==> config.mk <==
export PLATFORM = sky130hd
export DESIGN_NAME = shift_add_multiplier
export DESIGN_NICKNAME = d
export VERILOG_FILES = /design/src/rtl/shift_add_multiplier.sv
export SDC_FILE = /design/constraint.sdc
export NUM_CORES = 1
export LEC_CHECK = 0
export ABC_AREA = 1
export CAP_MARGIN = 20
export CORE_MARGIN = 4
export CORE_UTILIZATION = 50
export CTS_CLUSTER_DIAMETER = 200
export DETAILED_ROUTE_END_ITERATION = 6
export DONT_BUFFER_PORTS = 1
export PLACE_DENSITY = 0.69
export SETUP_SLACK_MARGIN = 0.3
export SLEW_MARGIN = 20
export SYNTH_ARGS = -nofsm -noshare
export SYNTH_HDL_FRONTEND = slang
export SYNTH_SLANG_ARGS = --single-unit
==> constraint.sdc <==
create_clock -name clk -period 3.4 [get_ports clk]
set_clock_uncertainty 0.15 [all_clocks]
set_input_delay 0.51 -clock clk [delete_from_list [all_inputs] [get_ports clk]]
set_output_delay 0.51 -clock clk [all_outputs]
set_load 0.01 [all_outputs]
==> src/rtl/shift_add_multiplier.sv <==
// Sequential unsigned WIDTH x WIDTH multiplier. It has one WIDTH-bit adder with carry-out,
// performs one conditional add and one right shift per cycle, and uses a start/busy/done handshake.
module shift_add_multiplier #(
  parameter int WIDTH = 8
) (
  input  logic               clk,
  input  logic               rst_n,
  input  logic               start,
  input  logic [WIDTH-1:0]   a,
  input  logic [WIDTH-1:0]   b,
  output logic               busy,
  output logic               done,
  output logic [2*WIDTH-1:0] product
);

  localparam int CW = $clog2(WIDTH) + 1;

  typedef enum logic [1:0] {IDLE, RUN, DONE} state_t;

  state_t           state, state_nxt;
  logic [WIDTH-1:0] mcand, hi, lo;
  logic [CW-1:0]    cnt;
  logic [WIDTH:0]   sum;
  logic             last, load;

  // sum[WIDTH] is the adder carry. It becomes the top bit of hi after the shift.
  always_comb begin
    sum  = {1'b0, hi} + {1'b0, (lo[0] ? mcand : {WIDTH{1'b0}})};
    last = (cnt == CW'(WIDTH - 1));
  end

  always_comb begin
    state_nxt = state;
    busy      = 1'b0;
    done      = 1'b0;
    load      = 1'b0;
    case (state)
      IDLE: if (start) begin
        state_nxt = RUN;
        load      = 1'b1;
      end
      RUN: begin
        busy = 1'b1;
        if (last) state_nxt = DONE;
      end
      DONE: begin
        done = 1'b1;
        if (start) begin
          state_nxt = RUN;
          load      = 1'b1;
        end else begin
          state_nxt = IDLE;
        end
      end
      default: state_nxt = IDLE;
    endcase
  end

  always_ff @(posedge clk) begin
    if (!rst_n) begin
      state   <= IDLE;
      mcand   <= '0;
      hi      <= '0;
      lo      <= '0;
      cnt     <= '0;
      product <= '0;
    end else begin
      state <= state_nxt;
      if (load) begin
        mcand <= a;
        hi    <= '0;
        lo    <= b;
        cnt   <= '0;
      end else if (state == RUN) begin
        hi  <= sum[WIDTH:1];
        lo  <= {sum[0], lo[WIDTH-1:1]};
        cnt <= cnt + CW'(1);
        // This is the final step, so the shifted {carry, hi, lo} is the full product.
        if (last) product <= {sum, lo[WIDTH-1:1]};
      end
    end
  end

endmodule

-- Word-level counts from Yosys, hierarchy flattened
Cells that the tools add are included.
- eq/ne operators: 5
- magnitude comparators: 0
- shift operators: 0
- reductions and logical operators: 6
- multipliers: 0
- div/mod/pow operators: 0
- $add $sub $neg: 2
- multiplexer cells: 11
- bitwise gates (word level): 2
- operator list (operator ; number):
    $mux 8 ; 3
    $add 8x8->9 ; 1
    $pmux 2 s3 ; 1
    $mux 1 ; 5
    $add 4x1->4 const B ; 1
    $eq 4x3->1 const B ; 1
    $mux 2 ; 2
    $ne 2x2->1 const B ; 2
    $reduce_or 2->1 ; 2
    $reduce_and 3->1 ; 1
    $eq 2x1->1 const B ; 1
    $eq 2x2->1 const B ; 1
    $logic_not 2->1 ; 1
    $not 1->1 ; 2
    $reduce_and 2->1 ; 1
    $reduce_bool 2->1 ; 1
- memories kept: 0
- output and inout bits: 18
- logic and storage cells: 32
- input bits: 19
- bits in registers: 46
- bits in writable memories: 0
- bits in read-only memories: 0
- latch bits: 0

-- Longest topological paths before layout
- word-level depth: 5
- depth in mapped cells: 13
- gate-level depth less buffers: 12

-- Worst setup path after synthesis
Ideal clock, no wire load.
- path type: register to register
- from: reg lo[0]
- to: reg product[15]
- arrival time: 1647 ps
- cell stages (with the launch flop): 14
- path slack: 1494 ps
- cell sequence: dfxtp_1 > clkbuf_1 > nand2_1 > inv_1 > ha_1 > fa_1 > nand2_1 > nand2_1 > nand3b_1 > nand2_1 > nand2_1 > nand3_1 > nand2_1 > inv_1
- cells in the longest elaborated chain, start to end: 2
- ends and longest elaborated chain (element ; RTL line ; text):
    from (decl) ; 21 ; logic [WIDTH-1:0] mcand, hi, lo;
    from (signal assigned) ; 76 ; lo <= {sum[0], lo[WIDTH-1:1]};
    $mux 8 ; 28 ; sum = {1'b0, hi} + {1'b0, (lo[0] ? mcand : {WIDTH{1'b0}})};
    $add 8x8->9 ; 28 ;
    to (signal assigned) ; 79 ; if (last) product <= {sum, lo[WIDTH-1:1]};
    to (decl) ; 13 ; output logic [2*WIDTH-1:0] product
No other way between the ends.
A chain may end at the register's enable or synchronous reset.

-- Worst setup path after layout
Same ends and word-level chain as after synthesis.

==> results.md <==
- Across the VDD grid, the largest voltage drop is ~0.29 mV.
- Dividing the detail-routed wire length by the instance count gives around 12 um.
- The count of max-cap constraint violations is 0.
- The longest clock path from root to sink contains 2 buffers.
- The number of H-tree levels is 2.
- The synthesized area divided by synthesized cell count is slightly above 7 um2.
- Once detail routing completed, the nets flagged for antenna violations numbered 0.
- The initial core utilization is 0.5281.
- In this run the power spent charging and discharging nets is ~0.26 mW.
- The data required time at the worst endpoint is 3.45 ns.
- The part of the Yosys area used for sequential elements is 0.4237.
- The number of buffers inserted for hold repair after clock tree synthesis is 0.
- The count of pins over their slew limit is 0.
- Of the total power, the share spent switching nets is 0.2575.
- The number of iterations in the first detailed-routing pass is 4.
- The final RePlAce weighted congestion is 0.7997.
- The cell repeated most along the worst path is sky130_fd_sc_hd__nand2_1.
- After detailed routing, the number of remaining DRC violations is 0.
- The via count of the first global-routing pass is approximately 1.7k.
- Of the total power, registers draw 0.566.
- The filler cells instantiated in the layout total 418.
- Row generation in the floorplan step produced 23 rows.
- The floorplan step set the die width to ~74 um.
- The run finished with clean final reports.
- Summed over all instances, the cell type with the most area after synthesis is sky130_fd_sc_hd__dfxtp_1.
- After synthesis the netlist holds a flip-flop and latch count of 46.
- The first-pass GRT wire length is 7686 um.
- After routing, the total negative slack on setup checks comes to 0 ns.
- The design draws about 1 mW.
- STA classifies the critical path endpoint as a register.
- The DRC marker count from the first detailed-route iteration is 71.
- Pin placement for this block handled 37 I/O pins.
- The worst path needs approximately 2 ns of the cycle, external delays included.
- Cell internal power was estimated by the tool at about 0.76 mW.
- The ratio of cells with drive above 1 in the final layout is 0.06908.
- The fraction of post-synthesis cell area in the top cell type by area is 0.4237.
- The slowest stage of the critical path belongs to the cell sky130_fd_sc_hd__fa_1.
- At the pin with the least slew margin, the transition time is ~0.52 ns.
- The number of library cell types mapped by synthesis is 27.
- The total wire length after detailed routing is between 4000 and 5000 um.
- TritonCTS built the clock tree.
- The kind of launch point of the worst setup path is a register.
- Of the total power, the clock network draws 0.340.
- The setup slack of the worst register-to-register path is roughly 1.4 ns.
- The kind of critical path is reg -> reg.
- The residual overflow from global routing is 0.
- The power density over the cells is between 400 and 500 nW/um2.
- The fraction of power consumed by combinational cells is 0.094.
- The leakage component of the power is between 1 and 1.5 nW.
- In this run the worst hold path is classified as in -> reg.
- The pin count of the biggest net entering global routing is 31.
- The floorplan step defined a die boundary enclosing 5466 um2.
- For this run, the total global-route usage over all layers was measured as 0.1791.
- Counting every sink on the clock net gives 46.
- At the worst endpoint, the arrival time is between 2 and 2.5 ns.
- The remaining max-slew budget at the tightest pin is 0.6558.
- The initial antenna violation count is 0.
- The cell type group with the largest total delay on the critical path is simple AND/OR/NAND/NOR gates.
- Setup repair after global routing left no endpoint under its margin.
- The number of nets in the synthesized netlist is around 340.
- The floorplan step defined a core boundary enclosing 4115 um2.
- The peak per-stage delay on the critical path is about 0.4 ns.
- The number of buffer and inverter instances along the worst setup path is 2.
- The proportion of synthesized flip-flops having asynchronous set or reset is 0.
- From synthesis to final layout, the design area changed by 4.721%.
- The cell area that synthesis handed to floorplanning was roughly 2200 um2.
- Yosys mapped a number of flops with a built-in enable equal to 0.
- In the final design database the tool counted ~330 nets.
- The post-route clock period utilization is 0.5783.
- In the post-synthesis netlist, the biggest area contributors are sky130_fd_sc_hd__dfxtp_1, sky130_fd_sc_hd__nand2_1, sky130_fd_sc_hd__nor2_1, sky130_fd_sc_hd__inv_1, sky130_fd_sc_hd__ha_1.
- In the routed layout, each cell is associated on average with a via count of 5.042.
- The number of buffers inserted to repair setup after CTS is 0.
- The die is 73.93 um tall.
- The number of buffers added by the clock tree synthesis step is 5.
- Summed over all nets, the half-perimeter wirelength after detailed placement is 3301 um.
- The number of warnings printed during yosys synthesis is 0.
- Traced cell by cell, the critical path runs through nand2_1, inv_1, ha_1, fa_1, nand2_1, nand2_1, nand3b_1, nand2_1, nand2_1, nand3_1, nand2_1, inv_1.
- The total inserted antenna cells is 0.
- The total number of vias is around 1.8k.
- The clock latency at the later pin of the worst-skew pair is 0.29 ns.
- The clock edge transition at the registers on the reported setup and hold paths is about 0.090 ns.
- Synthesis produced about 310 cells.
- Along the worst path, the maximum fanout reaches 9.
- During placement, the flow inserted port buffers numbering 0.
- The maximum clock frequency is 508.6 MHz.
- The most used flip-flop cell after synthesis is sky130_fd_sc_hd__dfxtp_1.
- Setup violations remaining at the end of the flow were counted as 0.
- The tree is rooted in a sky130_fd_sc_hd__clkbuf_8.
- The count of final hold-check violations is 0.
- The number of cells upsized or downsized after cts is 0.
## power by group through the flow
stage	logic, mW	registers (mW)	clock network [mW]
3_3_place_gp	0.0961	0.588	0
3_5_place_dp	0.0964	0.589	0
5_1_grt	0.112	0.579	0.374
4_1_cts	0.0967	0.576	0.353
6_report	0.0961	0.576	0.346
2_1_floorplan	0.0842	0.583	0
## registers in the layout (all words and copies together), names as in the netlist
name and count:
state 2, product 16, cnt 4, mcand 8, lo 8, hi 8
## final cells by class
cell class	count	area, um2	share of cell area
multi-input cells	210	1044	0.4585
flip-flops and latches	46	920.9	0.4046
inverters	39	146.4	0.06432
clock buffers	6	82.58	0.03628
well taps	50	62.56	0.02749
clock inverters	2	12.51	0.005498
repair buffers	1	7.507	0.003299
## per-stage QoR
| step | instances | instance area (um2) | utilization | worst slack, ns | hold slack, ns |
|---|---|---|---|---|---|
| floorplan | 306 | 2173 | - | 1.494 | 0.2939 |
| global placement | 346 | 2181 | 0.5299 | 1.472 | 0.3122 |
| detailed placement | 346 | 2181 | 0.5299 | 1.447 | 0.3275 |
| CTS | 354 | 2276 | 0.5531 | 1.424 | 0.1853 |
| global route | 354 | 2276 | 0.5531 | 1.237 | 0.1943 |
| finish | 354 | 2276 | 0.5531 | 1.434 | 0.1943 |
## per-layer routing
| layer | GRT usage | vias to the layer above | wire length, um |
|---|---|---|---|
| li1 | - | 966 | - |
| met3 | 0.04189 | 2 | 233 |
| met2 | 0.2795 | 33 | 1962 |
| met5 | 0 | - | 0 |
| met1 | 0.2469 | 784 | 2188 |
| met4 | 0.05433 | 0 | 30 |
## layout by cell type (no fill, tap or decap)
master                       count
sky130_fd_sc_hd__nand2_1        70
sky130_fd_sc_hd__nor2_1         56
sky130_fd_sc_hd__dfxtp_1        46
sky130_fd_sc_hd__inv_1          31
sky130_fd_sc_hd__nand3_1        16
sky130_fd_sc_hd__a21oi_1        11
sky130_fd_sc_hd__o21ai_0        11
sky130_fd_sc_hd__o21ai_1        10
sky130_fd_sc_hd__ha_1            9
sky130_fd_sc_hd__inv_2           8
sky130_fd_sc_hd__a31oi_1         8
sky130_fd_sc_hd__clkbuf_8        6
sky130_fd_sc_hd__nand3b_1        4
sky130_fd_sc_hd__o211ai_1        4
sky130_fd_sc_hd__or2_1           2
sky130_fd_sc_hd__nor2_4          1
sky130_fd_sc_hd__nor2_2          1
sky130_fd_sc_hd__o21a_1          1
sky130_fd_sc_hd__nand3_2         1
sky130_fd_sc_hd__nor2_8          1
sky130_fd_sc_hd__xnor2_1         1
sky130_fd_sc_hd__nor4_1          1
sky130_fd_sc_hd__nor3_1          1
sky130_fd_sc_hd__fa_1            1
sky130_fd_sc_hd__clkinv_2        1
sky130_fd_sc_hd__clkinvlp_4      1
sky130_fd_sc_hd__buf_4           1
## logic make-up after synthesis
logic type / Yosys count / share of synthesized area
flip-flops: 46 / 0.4237
AND/OR/NAND/NOR: 154 / 0.3011
XOR/XNOR: 1 / 0.004031
adder cells (fa/ha/maj): 10 / 0.06103
AO/OA/AOI/OAI: 45 / 0.1140
buffers and inverters: 50 / 0.09614
## final timing paths
kind,start,to,cells past startpoint
worst min-delay path,rst_n,product[7],2
worst max register to register,lo[0],product[15],12
worst min register to register,hi[0],hi[0],2
worst max-delay path,lo[0],product[15],12
## synthesized netlist by cell type (2+ instances only)
library cell and count:
sky130_fd_sc_hd__o21ai_1 10, sky130_fd_sc_hd__or2_1 2, sky130_fd_sc_hd__buf_4 3, sky130_fd_sc_hd__nand3b_1 4
sky130_fd_sc_hd__clkbuf_1 5, sky130_fd_sc_hd__inv_2 8, sky130_fd_sc_hd__inv_1 31, sky130_fd_sc_hd__nor2_1 56
sky130_fd_sc_hd__dfxtp_1 46, sky130_fd_sc_hd__nand2_1 70, sky130_fd_sc_hd__o21ai_0 11, sky130_fd_sc_hd__buf_2 2
sky130_fd_sc_hd__a21oi_1 11, sky130_fd_sc_hd__o211ai_1 4, sky130_fd_sc_hd__ha_1 9, sky130_fd_sc_hd__nand3_1 16
sky130_fd_sc_hd__a31oi_1 8
Power figures use the tool's default switching activity.
